## src/rtl/regfile_write_buffer.sv

```systemverilog
// Write-back buffer in front of the 32x32 register file: queues write requests in a
// circular FIFO, drains one per cycle and bypasses pending values to both read ports.
module regfile_write_buffer #(
    parameter int unsigned DEPTH  = 4,
    parameter int unsigned DATA_W = 32,
    parameter int unsigned ADDR_W = 5
) (
    input  logic                       clk,
    input  logic                       rst,
    input  logic                       in_valid,
    output logic                       in_ready,
    input  logic [ADDR_W-1:0]          in_addr,
    input  logic [DATA_W-1:0]          in_data,
    input  logic                       drain_stall,
    output logic                       wr_ena,
    output logic [ADDR_W-1:0]          wr_addr,
    output logic [DATA_W-1:0]          wr_data,
    input  logic [ADDR_W-1:0]          rd_addr0,
    input  logic [ADDR_W-1:0]          rd_addr1,
    input  logic [DATA_W-1:0]          rf_data0,
    input  logic [DATA_W-1:0]          rf_data1,
    output logic [DATA_W-1:0]          rd_data0,
    output logic [DATA_W-1:0]          rd_data1,
    output logic [$clog2(DEPTH):0]     pending,
    output logic                       full,
    output logic                       empty
);
    localparam int unsigned PW = $clog2(DEPTH);
    localparam int unsigned CW = PW + 1;

    logic [PW-1:0]     head_q, head_d, tail_q, tail_d;
    logic [CW-1:0]     count_q, count_d;
    logic [ADDR_W-1:0] addr_mem [DEPTH];
    logic [DATA_W-1:0] data_mem [DEPTH];
    logic              push, pop;

    assign full     = (count_q == CW'(DEPTH));
    assign empty    = (count_q == '0);
    assign pending  = count_q;
    assign in_ready = rst && !full;

    // Writes to x0 complete the handshake but are never stored.
    assign push     = in_valid && in_ready && (in_addr != '0);
    assign wr_ena   = !empty && !drain_stall;
    assign pop      = wr_ena;
    assign wr_addr  = wr_ena ? addr_mem[head_q] : '0;
    assign wr_data  = wr_ena ? data_mem[head_q] : '0;

    always_comb begin
        head_d  = head_q;
        tail_d  = tail_q;
        count_d = count_q;
        if (push) tail_d = tail_q + PW'(1);
        if (pop)  head_d = head_q + PW'(1);
        unique case ({push, pop})
            2'b10:   count_d = count_q + CW'(1);
            2'b01:   count_d = count_q - CW'(1);
            default: count_d = count_q;
        endcase
    end

    always_ff @(posedge clk or negedge rst) begin
        if (!rst) begin
            head_q  <= '0;
            tail_q  <= '0;
            count_q <= '0;
        end else begin
            head_q  <= head_d;
            tail_q  <= tail_d;
            count_q <= count_d;
        end
    end

    // Entry storage needs no reset: occupancy alone decides what is visible.
    always_ff @(posedge clk) begin
        if (push) begin
            addr_mem[tail_q] <= in_addr;
            data_mem[tail_q] <= in_data;
        end
    end

    // Walk oldest to newest so the newest matching entry is the last one assigned.
    always_comb begin
        logic [PW-1:0] idx;
        rd_data0 = rf_data0;
        rd_data1 = rf_data1;
        idx      = '0;
        for (int unsigned i = 0; i < DEPTH; i++) begin
            idx = head_q + PW'(i);
            if (CW'(i) < count_q) begin
                if (addr_mem[idx] == rd_addr0) rd_data0 = data_mem[idx];
                if (addr_mem[idx] == rd_addr1) rd_data1 = data_mem[idx];
            end
        end
        if (rd_addr0 == '0) rd_data0 = '0;
        if (rd_addr1 == '0) rd_data1 = '0;
    end

endmodule

```

## config.mk

```make
export PLATFORM = sky130hd
export DESIGN_NAME = regfile_write_buffer
export DESIGN_NICKNAME = d
export VERILOG_FILES = /design/src/rtl/regfile_write_buffer.sv
export SDC_FILE = /design/constraint.sdc
export NUM_CORES = 1
export LEC_CHECK = 0
export ABC_AREA = 1
export ABC_CLOCK_PERIOD_IN_PS = 4400
export CAP_MARGIN = 20
export CORE_MARGIN = 3
export CORE_UTILIZATION = 45
export CTS_BUF_LIST = sky130_fd_sc_hd__clkbuf_4
export CTS_CLUSTER_SIZE = 40
export DETAILED_ROUTE_END_ITERATION = 8
export DONT_BUFFER_PORTS = 1
export HOLD_SLACK_MARGIN = 0.06
export SYNTH_ARGS = -nofsm -noshare
export SYNTH_HDL_FRONTEND = slang
export SYNTH_SLANG_ARGS = --single-unit
```

## constraint.sdc

```tcl
create_clock -name clk -period 4.4 [get_ports clk]
set_input_delay 0.88 -clock clk [delete_from_list [all_inputs] [get_ports clk]]
set_output_delay 0.88 -clock clk [all_outputs]
set_load 0.02 [all_outputs]
```

# Yosys cells after proc, flatten, opt, wreduce, memory -nomap -nowiden
# Memories as Yosys holds them, arrays and structs flattened.
# Cells that the tools add are included.
dict set report totals {
  mem_bits_rw 148
  output_inout_bits 108
  in_bits 115
  register_bits 7
  n_memories 2
  word_cells 61
}
# memory depth word_bits rd rd_clocked_by_memory_dff write_ports line_no
set mem_list {}
lappend mem_list {data_mem 4 32 4 0 1 34} ;# logic [DATA_W-1:0] data_mem [DEPTH];
lappend mem_list {addr_mem 4 5 4 0 1 33} ;# logic [ADDR_W-1:0] addr_mem [DEPTH];
dict set report classes {
  addsub 6
  n_eq_ne 11
  muxes 23
  order_cmp 4
  reduce_logical 12
}
# op n
set op_table {}
lappend op_table {{2-to-1 mux 32 bit} 19}
lappend op_table {{equality test 5 bit} 8}
lappend op_table {{logical NOT 5 bit} 2}
lappend op_table {{< comparator 1 x 3 -> 1 bit, first input constant} 2}
lappend op_table {{< comparator 2 x 3 -> 1 bit, first input constant} 2}
lappend op_table {{one-hot mux 3 bit (2 select lines)} 1}
lappend op_table {{2-to-1 mux 5 bit} 1}
lappend op_table {{nonzero test 5 bit} 1}
lappend op_table {{adder 2 x 1 -> 2 bit, second input constant} 2}
lappend op_table {{adder 2 bit, second input constant} 2}
lappend op_table {{logical AND 1 bit} 4}
lappend op_table {{adder 3 x 1 -> 3 bit, second input constant} 1}
lappend op_table {{equality test 3 bit, second input constant} 1}
lappend op_table {{logical NOT 1 bit} 3}
lappend op_table {{logical NOT 3 bit} 1}
lappend op_table {{subtractor 3 x 1 -> 3 bit, second input constant} 1}
lappend op_table {{equality test 2 x 1 -> 1 bit, second input constant} 1}
lappend op_table {{equality test 2 bit, second input constant} 1}
lappend op_table {{2-to-1 mux 1 bit} 2}
lappend op_table {{nonzero test 2 bit} 1}

# Longest topological paths before layout
# Gate-level depths: netlist of run 1.
# An unclocked memory read counts as a cell.
dict set report depth {
  depth_word 11
  ltp_mapped 16
  mapped_depth_nobuf 14
}

# Least setup slack after synthesis of run 1
# Ideal clock, no wire load.
dict set report synth_path {
  kind {register -> register}
  start {reg count_q[0] (netlist: pending[0])}
  end {mem addr_mem[0][0], enable pin}
  t_arrival_ps 3306
  n_path_buf 0
  required_ps 3969
  setup_slack_ps 663
  path_stages_with_launch 8
  period_less_slack_ps 3737
  cell_sequence {dfrtp_1 -> inv_1 -> ha_1 -> nand2_1 -> inv_1 -> nor2_1 -> o311ai_2 -> nor2_1}
}
dict set report synth_via {
  elab_chain_cells 7
}
# item line_no
set synth_rtl {}
lappend synth_rtl {{start, declared} 32} ;# logic [CW-1:0] count_q, count_d;
lappend synth_rtl {{start signal, assigned} 70} ;# count_q <= count_d;
lappend synth_rtl {{equality test 3 bit} 37} ;# assign full = (count_q == CW'(DEPTH));
lappend synth_rtl {{via full} 25} ;# output logic full,
lappend synth_rtl {{logical NOT 1 bit} 40} ;# assign in_ready = rst && !full;
lappend synth_rtl {{logical AND 1 bit} 40}
lappend synth_rtl {{via in_ready} 11} ;# output logic in_ready,
lappend synth_rtl {{logical AND 1 bit (2 in a row)} 43} ;# assign push = in_valid && in_ready && (in_addr != '0);
lappend synth_rtl {{2-to-1 mux 1 bit} 76} ;# if (push) begin
lappend synth_rtl {{2-to-1 mux 1 bit (not written as such)} 77} ;# addr_mem[tail_q] <= in_addr;
lappend synth_rtl {{end, declared} 33}
# The timed path passes the listed nets, and every way through them passes these cells.

# Worst setup path in the final report of run 1
dict set report layout_path {
  start {reg head_q[0]}
  end {out rd_data0[0]}
}
dict set report layout_via {
  elab_chain_cells 11
}
# item line_no
set layout_rtl {}
lappend layout_rtl {{start, declared} 31} ;# logic [PW-1:0] head_q, head_d, tail_q, tail_d;
lappend layout_rtl {{start signal, assigned} 64} ;# head_q <= '0;
lappend layout_rtl {{start signal, assigned} 68} ;# head_q <= head_d;
lappend layout_rtl {{branches (longest 9 deep; another with memory (4 x 5 bit))} -}
lappend layout_rtl {{2-to-1 mux 32 bit (*)} 90} ;# if (CW'(i) < count_q) begin
lappend layout_rtl {{2-to-1 mux 32 bit (*)} 95} ;# if (rd_addr0 == '0) rd_data0 = '0;
lappend layout_rtl {{end, declared} 22} ;# output logic [DATA_W-1:0] rd_data0,
# Mark *: on every way between the ends.

==> metrics.log, run 1 <==
[metrics] mapped cell area: 12,900 um2
[metrics] share of cell area taken by muxes after synthesis: 0%
[metrics] maximum clock insertion buffer count: 2
[metrics] area growth from synthesis to final layout: 10.5%
[metrics] Post-Route Setup TNS: 0 ps
[metrics] register area share after synthesis: 35.9%
[metrics] Post-Syn Instances: 2,040
[metrics] post-synthesis register bit count: 155
[metrics] class of the tightest hold or removal check: primary input to register
[metrics] weighted congestion at the end of routability-driven global placement: 0.932
[metrics] Design Power: 10.3 mW
[metrics] maximum clock skew at final layout: 35.7 ps
[metrics] fmax: 241 MHz
[metrics] Placeable Area: 28,000 um2
[metrics] DR vias/cell: 5.51
[metrics] fraction of power consumed by the clock network: 9.1%
[metrics] synthesized netlist net count: 2,164
[metrics] deepest level of the CTS H-tree: 4
[metrics] cells traversed along the worst timing path: inv_6 > nand2_1 > nand2_1 > buf_4 > nand2_1 > nand2_1 > inv_2 > nand2_1 > nand4_1 > nor3_4 > buf_8 > nor2_1 > a21oi_1 > buf_4
[metrics] Layout fillers: 2,870
[metrics] kind of start point of the critical path: register
[metrics] period utilization: 94.3%
[metrics] most common cell type on the critical path: sky130_fd_sc_hd__nand2_1
[metrics] final count of hold timing violations: 0
[metrics] result of the run: finished clean
[metrics] most instantiated library cell after synthesis: sky130_fd_sc_hd__nand2_1
[metrics] synthesized-area fraction occupied by ao, oa, aoi and oai cells: 15.2%
[metrics] detailed placement HPWL: 31.0 mm
[metrics] antenna viol nets, final: 0
[metrics] share of flip-flops with an asynchronous set or reset after synthesis: 4.52%
[metrics] CTS tree: yes
[metrics] Max-Slew Margin vs Limit: 47.8%
[metrics] drt initial violations: 1,267
[metrics] Avg Synthesized Cell Area: 6.31 um2
[metrics] P per Cell Area: 727 nW/um2
[metrics] hold-critical path depth: 0
[metrics] overall via count from detail_route: 13,400
[metrics] CP endpoint kind: output pin
[metrics] number of enable flip-flop cells after synthesis: 148
[metrics] max incr delay on CP: 530 ps
[metrics] Crit Path Category: register to output pin
[metrics] number of global-route vias before repair: 12,100
[metrics] dominant register cell in the synthesized netlist: sky130_fd_sc_hd__edfxtp_1
[metrics] per-cell routed wire length: 18.4 um
[metrics] floorplan row count: 61
[metrics] Root Buffer Master: sky130_fd_sc_hd__clkbuf_4
[metrics] main area contributors after synthesis: sky130_fd_sc_hd__edfxtp_1 35%, sky130_fd_sc_hd__nand2_1 18%, sky130_fd_sc_hd__o21ai_0 10%
[metrics] Max IR drop VDD: 376 uV
[metrics] switching pwr: 5.96 mW
[metrics] global-route wire length before repair: 68.0 mm
[metrics] final wirelength: 44.8 mm
[metrics] static leakage: 6.73 nW
[metrics] cell type with the largest total area after synthesis: sky130_fd_sc_hd__edfxtp_1
[metrics] endpoint arrival time on the critical path: 3270 ps
[metrics] post-synth top area share: 34.5%
[metrics] FF-to-FF path depth: 9
[metrics] multi-input logic area: 6970 um2
[metrics] dominant combinational cell family by area after synthesis: simple AND/OR/NAND/NOR gates
[metrics] Max Transition Viols Final: 0
[metrics] pin count of the biggest net entering global routing: 147
[metrics] Setup violations, final: 0
[metrics] All-Layer GR Usage: 28.1%
[metrics] starting utilization of the core area: 46.0%
[metrics] first-pass detailed-route iteration total: 5
[metrics] Synth Area in XOR/XNOR: 0.544%
[metrics] drt drc: 0
[metrics] number of buffers added by the clock tree synthesis step: 17
[metrics] share of final-layout standard cells stronger than drive strength 1: 8.76%
[metrics] setup repair after global routing missed its margin: no
[metrics] post-layout min period: 4150 ps
[metrics] pin slew with the least headroom to its limit: 782 ps
[metrics] max-cap violation count: 0
[metrics] clk_lat worst skew: 550 ps
[metrics] Clock Pin Slew Worst Setup and Hold Paths: 170 ps
[metrics] initial antenna violation count: 1
[metrics] synth unique cells: 31
[metrics] Power Internal: 4.37 mW
[metrics] Comb pwr share: 72.5%
[metrics] number of top-level pins: 223
[metrics] adder-cell share of the synthesized area: 0.875%
[metrics] grt ovf: 0
[metrics] total clock sinks: 155
[metrics] Final Net Count: 2,166
[metrics] Seq pwr share: 18.4%
[metrics] post-synthesis simple-gate area fraction: 36.5%
[metrics] Vert. Die Dim: 175 um
[metrics] critical-path cell with the highest stage delay: sky130_fd_sc_hd__dfrtp_4
[metrics] number of I/O port buffers: 0
[metrics] required time of the critical path: 3520 ps
[metrics] x dimension of the die: 175 um
[metrics] DIE AREA: 30,700 um2
[metrics] switch share: 57.7%
[metrics] most instantiated cells after synthesis: 622 x sky130_fd_sc_hd__nand2_1, 322 x sky130_fd_sc_hd__nor2_1, 264 x sky130_fd_sc_hd__o21ai_0, 204 x sky130_fd_sc_hd__inv_1, 148 x sky130_fd_sc_hd__edfxtp_1
[metrics] peak fanout along the critical path: 41
[metrics] Storage cell area: 4620 um2
[metrics] yosys warns: 0
per-stage QoR:
stage	setup slack [ps]	util, %	cell area [um2]	hold slack, ps	cells
2_1_floorplan	663	-	12900	557	2040
4_1_cts	7.80	50.3	14100	364	2427
5_1_grt	7.48	50.8	14200	337	2434
3_5_place_dp	430	49.0	13700	585	2394
3_3_place_gp	484	49.0	13700	585	2394
6_report	249	50.8	14200	413	2434
layout make-up:
class	count	area share, %
multi-input cells	1541	49.0
flip-flops and latches	155	32.5
repair buffers	119	7.42
inverters	208	5.53
well taps	378	3.33
clock inverters	15	1.28
clock buffers	17	0.897
diodes	1	0.0176
critical path, delay by kind of cell, from the launching register on:
kind            cells  cell delay, ps
simple gates        8             980
buf+inv             5             960
flops               1             530
compound gates      1             250
sequential cells by signal, indices dropped and copies added (netlist names):
name,flops
data_mem,128
addr_mem,20
pending,3
head_q,2
tail_q,2
power by group through the flow:
| stage | Sequential, mW | Combinational [mW] | Clock (mW) |
|---|---|---|---|
| finish | 1.90 | 7.49 | 0.940 |
| global route | 1.92 | 8.26 | 1.03 |
| CTS | 1.90 | 7.24 | 0.962 |
| detailed placement | 1.94 | 7.19 | 0 |
| global placement | 1.93 | 7.13 | 0 |
| floorplan | 1.92 | 5.10 | 0 |
final timing paths:
kind,startpoint,end,slack (ps)
max,head_q[0]$_DFFE_PN0P_,rd_data0[0],250
min,in_addr[4],addr_mem[2][4]$_DFFE_PP_,410
max reg2reg,pending[0]$_DFFE_PN0P_,data_mem[1][15]$_DFFE_PP_,1330
min reg2reg,tail_q[1]$_DFFE_PN0P_,tail_q[1]$_DFFE_PN0P_,630
max in group asynchronous,rst,head_q[0]$_DFFE_PN0P_,3450
min in group asynchronous,rst,pending[1]$_DFFE_PN0P_,640
metal layers:
metal	wire [um]	GRT usage [%]	part of all wire (%)
met5	0	0	0
met3	3880	5.39	8.6
met4	907	7.31	2.0
met1	19600	38.4	44
met2	20500	45.7	46
cells by family after synthesis:
| kind of cell | count (synthesis) |
|---|---|
| adder cells (fa/ha/maj) | 9 |
| flip-flops | 155 |
| buffers and inverters | 344 |
| AND/OR/NAND/NOR | 1152 |
| XOR/XNOR | 8 |
| AO/OA/AOI/OAI | 372 |
cell usage in the layout (no fill, tap or decap), types with 2 or more instances in the layout:
cell	Yosys	routed
sky130_fd_sc_hd__a21oi_1	68	67
sky130_fd_sc_hd__buf_12	0	7
sky130_fd_sc_hd__buf_4	8	103
sky130_fd_sc_hd__buf_6	3	3
sky130_fd_sc_hd__buf_8	0	3
sky130_fd_sc_hd__bufinv_16	0	2
sky130_fd_sc_hd__clkbuf_4	0	17
sky130_fd_sc_hd__clkinv_2	0	3
sky130_fd_sc_hd__clkinv_4	0	2
sky130_fd_sc_hd__dfrtp_1	7	5
sky130_fd_sc_hd__edfxtp_1	148	148
sky130_fd_sc_hd__ha_1	9	9
sky130_fd_sc_hd__inv_1	204	204
sky130_fd_sc_hd__inv_2	3	2
sky130_fd_sc_hd__inv_6	0	4
sky130_fd_sc_hd__inv_8	0	4
sky130_fd_sc_hd__nand2_1	622	622
sky130_fd_sc_hd__nand3_1	129	124
sky130_fd_sc_hd__nand3_2	2	4
sky130_fd_sc_hd__nand3_4	0	3
sky130_fd_sc_hd__nand4_1	66	66
sky130_fd_sc_hd__nor2_1	322	315
sky130_fd_sc_hd__nor2_4	0	11
sky130_fd_sc_hd__nor3_1	2	2
sky130_fd_sc_hd__o21a_1	32	32
sky130_fd_sc_hd__o21ai_0	264	264
sky130_fd_sc_hd__o21ai_1	5	5
sky130_fd_sc_hd__xnor2_1	2	2
sky130_fd_sc_hd__xor2_1	6	6
what timing repair did:
item	CTS	global route
hold endpoints to repair	7	0
endpoints found under the setup margin	63	64
gates cloned	0	1
hold buffers	1	0
resized for setup	7	15
setup buffers	0	5
pin swaps	0	1
Note: power is estimated with default switching activity, not from simulation.
==> run 2, diff against run 1 <==
--- a/config.mk
+++ b/config.mk
@@ -5,8 +5,7 @@
 export SDC_FILE = /design/constraint.sdc
 export NUM_CORES = 1
 export LEC_CHECK = 0
-export ABC_AREA = 1
-export ABC_CLOCK_PERIOD_IN_PS = 4400
+export ABC_CLOCK_PERIOD_IN_PS = 4700
 export CAP_MARGIN = 20
 export CORE_MARGIN = 3
 export CORE_UTILIZATION = 45
==> constraint.sdc (replaced) <==
create_clock -name clk -period 4.7 [get_ports clk]
set_input_delay 0.94 -clock clk [delete_from_list [all_inputs] [get_ports clk]]
set_output_delay 0.94 -clock clk [all_outputs]
set_load 0.02 [all_outputs]
==> metrics.log, run 2 <==
[metrics] result of the run: finished clean
[metrics] Comb pwr share: 70.6%
[metrics] first-pass detailed-route iteration total: 6
[metrics] Crit path max-delay family: buffers and inverters
[metrics] peak fanout along the critical path: 7
[metrics] Cell Count, Final, Fillers Out: 1,567
[metrics] synthesized netlist net count: 1,320
[metrics] post-layout min period: 4620 ps
[metrics] max incr delay on CP: 560 ps
[metrics] placed instance count: 1,507
[metrics] post-synthesis register bit count: 155
[metrics] antenna viol nets, final: 0
[metrics] cell type with the largest total area after synthesis: sky130_fd_sc_hd__edfxtp_1
[metrics] global-route wire length before repair: 60.5 mm
[metrics] endpoint arrival time on the critical path: 3680 ps
[metrics] number of top-level pins: 223
[metrics] register with the most flip-flops: data_mem
[metrics] max-cap violation count: 0
[metrics] kind of start point of the critical path: register
[metrics] All-Layer GR Usage: 27.0%
[metrics] number of enable flip-flop cells after synthesis: 148
[metrics] number of flip-flops under the largest register name: 128
[metrics] Max-Slew Margin vs Limit: 37.3%
[metrics] required time of the critical path: 3760 ps
[metrics] class of the tightest hold or removal check: primary input to register
[metrics] Placeable Area: 26,400 um2
[metrics] number of I/O port buffers: 0
[metrics] DIE AREA: 29,300 um2
[metrics] most common cell type on the critical path: sky130_fd_sc_hd__buf_4
[metrics] final wirelength: 41.4 mm
[metrics] Final Net Count: 1,335
[metrics] register area share after synthesis: 37.7%
[metrics] final count of hold timing violations: 0
[metrics] maximum clock skew at final layout: 27.6 ps
[metrics] overall via count from detail_route: 10,500
[metrics] x dimension of the die: 171 um
[metrics] CTS tree: yes
[metrics] Avg Synthesized Cell Area: 10.3 um2
[metrics] Post-Syn Instances: 1,196
[metrics] yosys warns: 0
[metrics] switching pwr: 4.59 mW
[metrics] DR vias/cell: 6.72
[metrics] final worst hold slack: 449 ps
[metrics] mapped cell area: 12,300 um2
[metrics] Max IR drop VDD: 479 uV
[metrics] smallest setup slack after layout: 78.1 ps
[metrics] buffers and inverters on the worst path: 4
[metrics] setup repair after global routing missed its margin: yes
[metrics] drt initial violations: 1,195
[metrics] detailed placement HPWL: 27.2 mm
[metrics] commonest non-fill, non-tap cell in the layout: sky130_fd_sc_hd__mux2i_1
[metrics] summed area of non-filler cells in the final layout: 13,800 um2
[metrics] clk_lat worst skew: 570 ps
[metrics] utilization of the core after routing: 52.2%
[metrics] share of flip-flops with an asynchronous set or reset after synthesis: 4.52%
[metrics] Vert. Die Dim: 171 um
[metrics] total placed instance area: 13,100 um2
[metrics] pre-CTS worst setup slack: 495 ps
[metrics] floorplan row count: 59
[metrics] period utilization: 98.3%
[metrics] maximum clock insertion buffer count: 2
[metrics] Setup violations, final: 0
[metrics] grt ovf: 0
[metrics] number of global-route vias before repair: 10,100
[metrics] weighted congestion at the end of routability-driven global placement: 0.849
[metrics] Seq pwr share: 20.3%
[metrics] share of final-layout standard cells stronger than drive strength 1: 24.2%
[metrics] synth unique cells: 43
[metrics] fraction of power consumed by the clock network: 9.1%
[metrics] Clock Pin Slew Worst Setup and Hold Paths: 160 ps
[metrics] starting utilization of the core area: 46.4%
[metrics] fmax: 216 MHz
[metrics] most instantiated library cell after synthesis: sky130_fd_sc_hd__mux2i_1
[metrics] initial antenna violation count: 12
[metrics] most instantiated cells after synthesis: 163 x sky130_fd_sc_hd__mux2i_1, 148 x sky130_fd_sc_hd__edfxtp_1, 98 x sky130_fd_sc_hd__a21oi_1, 98 x sky130_fd_sc_hd__o21ai_0, 76 x sky130_fd_sc_hd__clkbuf_1
[metrics] number of buffers added by the clock tree synthesis step: 17
[metrics] main area contributors after synthesis: sky130_fd_sc_hd__edfxtp_1 36%, sky130_fd_sc_hd__mux2i_1 13%, sky130_fd_sc_hd__a221oi_2 6.1%
[metrics] Max Transition Viols Final: 0
[metrics] dominant register cell in the synthesized netlist: sky130_fd_sc_hd__edfxtp_1
[metrics] switch share: 50.9%
[metrics] pin count of the biggest net entering global routing: 73
[metrics] pin slew with the least headroom to its limit: 934 ps
[metrics] Crit Path Category: register to output pin
[metrics] CP endpoint kind: output pin
[metrics] deepest level of the CTS H-tree: 4
[metrics] area growth from synthesis to final layout: 12.6%
[metrics] Power Internal: 4.43 mW
[metrics] per-cell routed wire length: 26.4 um
[metrics] post-synth top area share: 36.2%
[metrics] static leakage: 4.79 nW
[metrics] Root Buffer Master: sky130_fd_sc_hd__clkbuf_4
[metrics] critical-path cell with the highest stage delay: sky130_fd_sc_hd__mux4_2
[metrics] cells traversed along the worst timing path: buf_4 > mux4_2 > xnor2_2 > nand4_4 > buf_12 > clkbuf_16 > or3_1 > a311o_1 > a221oi_2 > buf_4
[metrics] total clock sinks: 155
[metrics] drt drc: 0
[metrics] P per Cell Area: 653 nW/um2
[metrics] leading cell types in the layout, fill and taps excluded: 161 x sky130_fd_sc_hd__mux2i_1, 148 x sky130_fd_sc_hd__edfxtp_1, 103 x sky130_fd_sc_hd__buf_4, 98 x sky130_fd_sc_hd__o21ai_0, 98 x sky130_fd_sc_hd__a21oi_1
## run 2: cell types whose count changed after synthesis, moves of 65 or more
cell and change:
sky130_fd_sc_hd__nand2_1 -554, sky130_fd_sc_hd__o21ai_0 -166, sky130_fd_sc_hd__inv_1 -198, sky130_fd_sc_hd__nand3_1 -97, sky130_fd_sc_hd__nor3_1 +65, sky130_fd_sc_hd__nor2_1 -283
sky130_fd_sc_hd__mux2i_1 +163
## run 2: stage by stage
step | setup TNS, ps | power, mW
after floorplan | 0 | 6.17
after global placement | 0 | 7.79
after detailed placement | 0 | 7.86
after CTS | 0 | 8.72
after global routing | -225 | 9.51
final | 0 | 9.02
## run 2: area by class of cell
class / count / area (um2)
Clock inverter: 15 / 153
Clock buffer: 17 / 128
Antenna cell: 8 / 20.0
Tap cell: 335 / 419
Multi-Input combinational cell: 898 / 7130
Fill cell: 2352 / 12600
Inverter: 7 / 38.8
Timing Repair Buffer: 132 / 1290
Sequential cell: 155 / 4630
## run 2: kinds of logic (layout without fill, tap and decap cells)
family	count (synthesis)	count (layout)	share of synthesized area [%]
adders and majority gates	9	9	0.918
buffers and inverters	143	171	5.39
DFF	155	155	37.7
and+or+nand+nor	301	301	12.4
xor gates and xnor gates	46	46	3.29
AOI/OAI and AO/OA	327	327	20.5
muxes	215	215	19.8
other	0	8	0
## run 2: final timing paths
check	start	end	slack [ps]	depth (start not counted)
worst max-delay path	head_q[0]$_DFFE_PN0P_	rd_data1[29]	80	10
worst min-delay path	in_data[5]	data_mem[0][5]$_DFFE_PP_	450	0
worst max register to register	pending[0]$_DFFE_PN0P_	data_mem[2][17]$_DFFE_PP_	1160	8
worst min register to register	tail_q[1]$_DFFE_PN0P_	tail_q[1]$_DFFE_PN0P_	680	2
max in group asynchronous	rst	head_q[0]$_DFFE_PN0P_	3740	1
min in group asynchronous	rst	tail_q[1]$_DFFE_PN0P_	680	1
## run 2: layer usage
layer / GRT usage, % / wire (um) / part of all wire, %
met1: 34.9 / 16700 / 40
met2: 43.5 / 19500 / 47
met3: 7.95 / 4300 / 10
met4: 9.41 / 897 / 2.2
met5: 0 / 42 / 0.10
## run 2: power by group through the flow
stage / registers, mW / clock network (mW) / logic (mW)
after CTS: 1.86 / 0.839 / 6.02
final: 1.83 / 0.824 / 6.37
after floorplan: 1.80 / 0 / 4.38
after global routing: 1.85 / 0.905 / 6.76
after global placement: 1.90 / 0 / 5.89
after detailed placement: 1.91 / 0 / 5.95
## run 2: what timing repair did
item / in CTS / in global routing
resized for setup: 5 / 25
pin swaps: 0 / 10
hold endpoints to repair: 7 / 0
hold buffers: 1 / 0
cloned: 0 / 3
buffers inserted: 2 / 14
endpoints found under the setup margin: 60 / 62
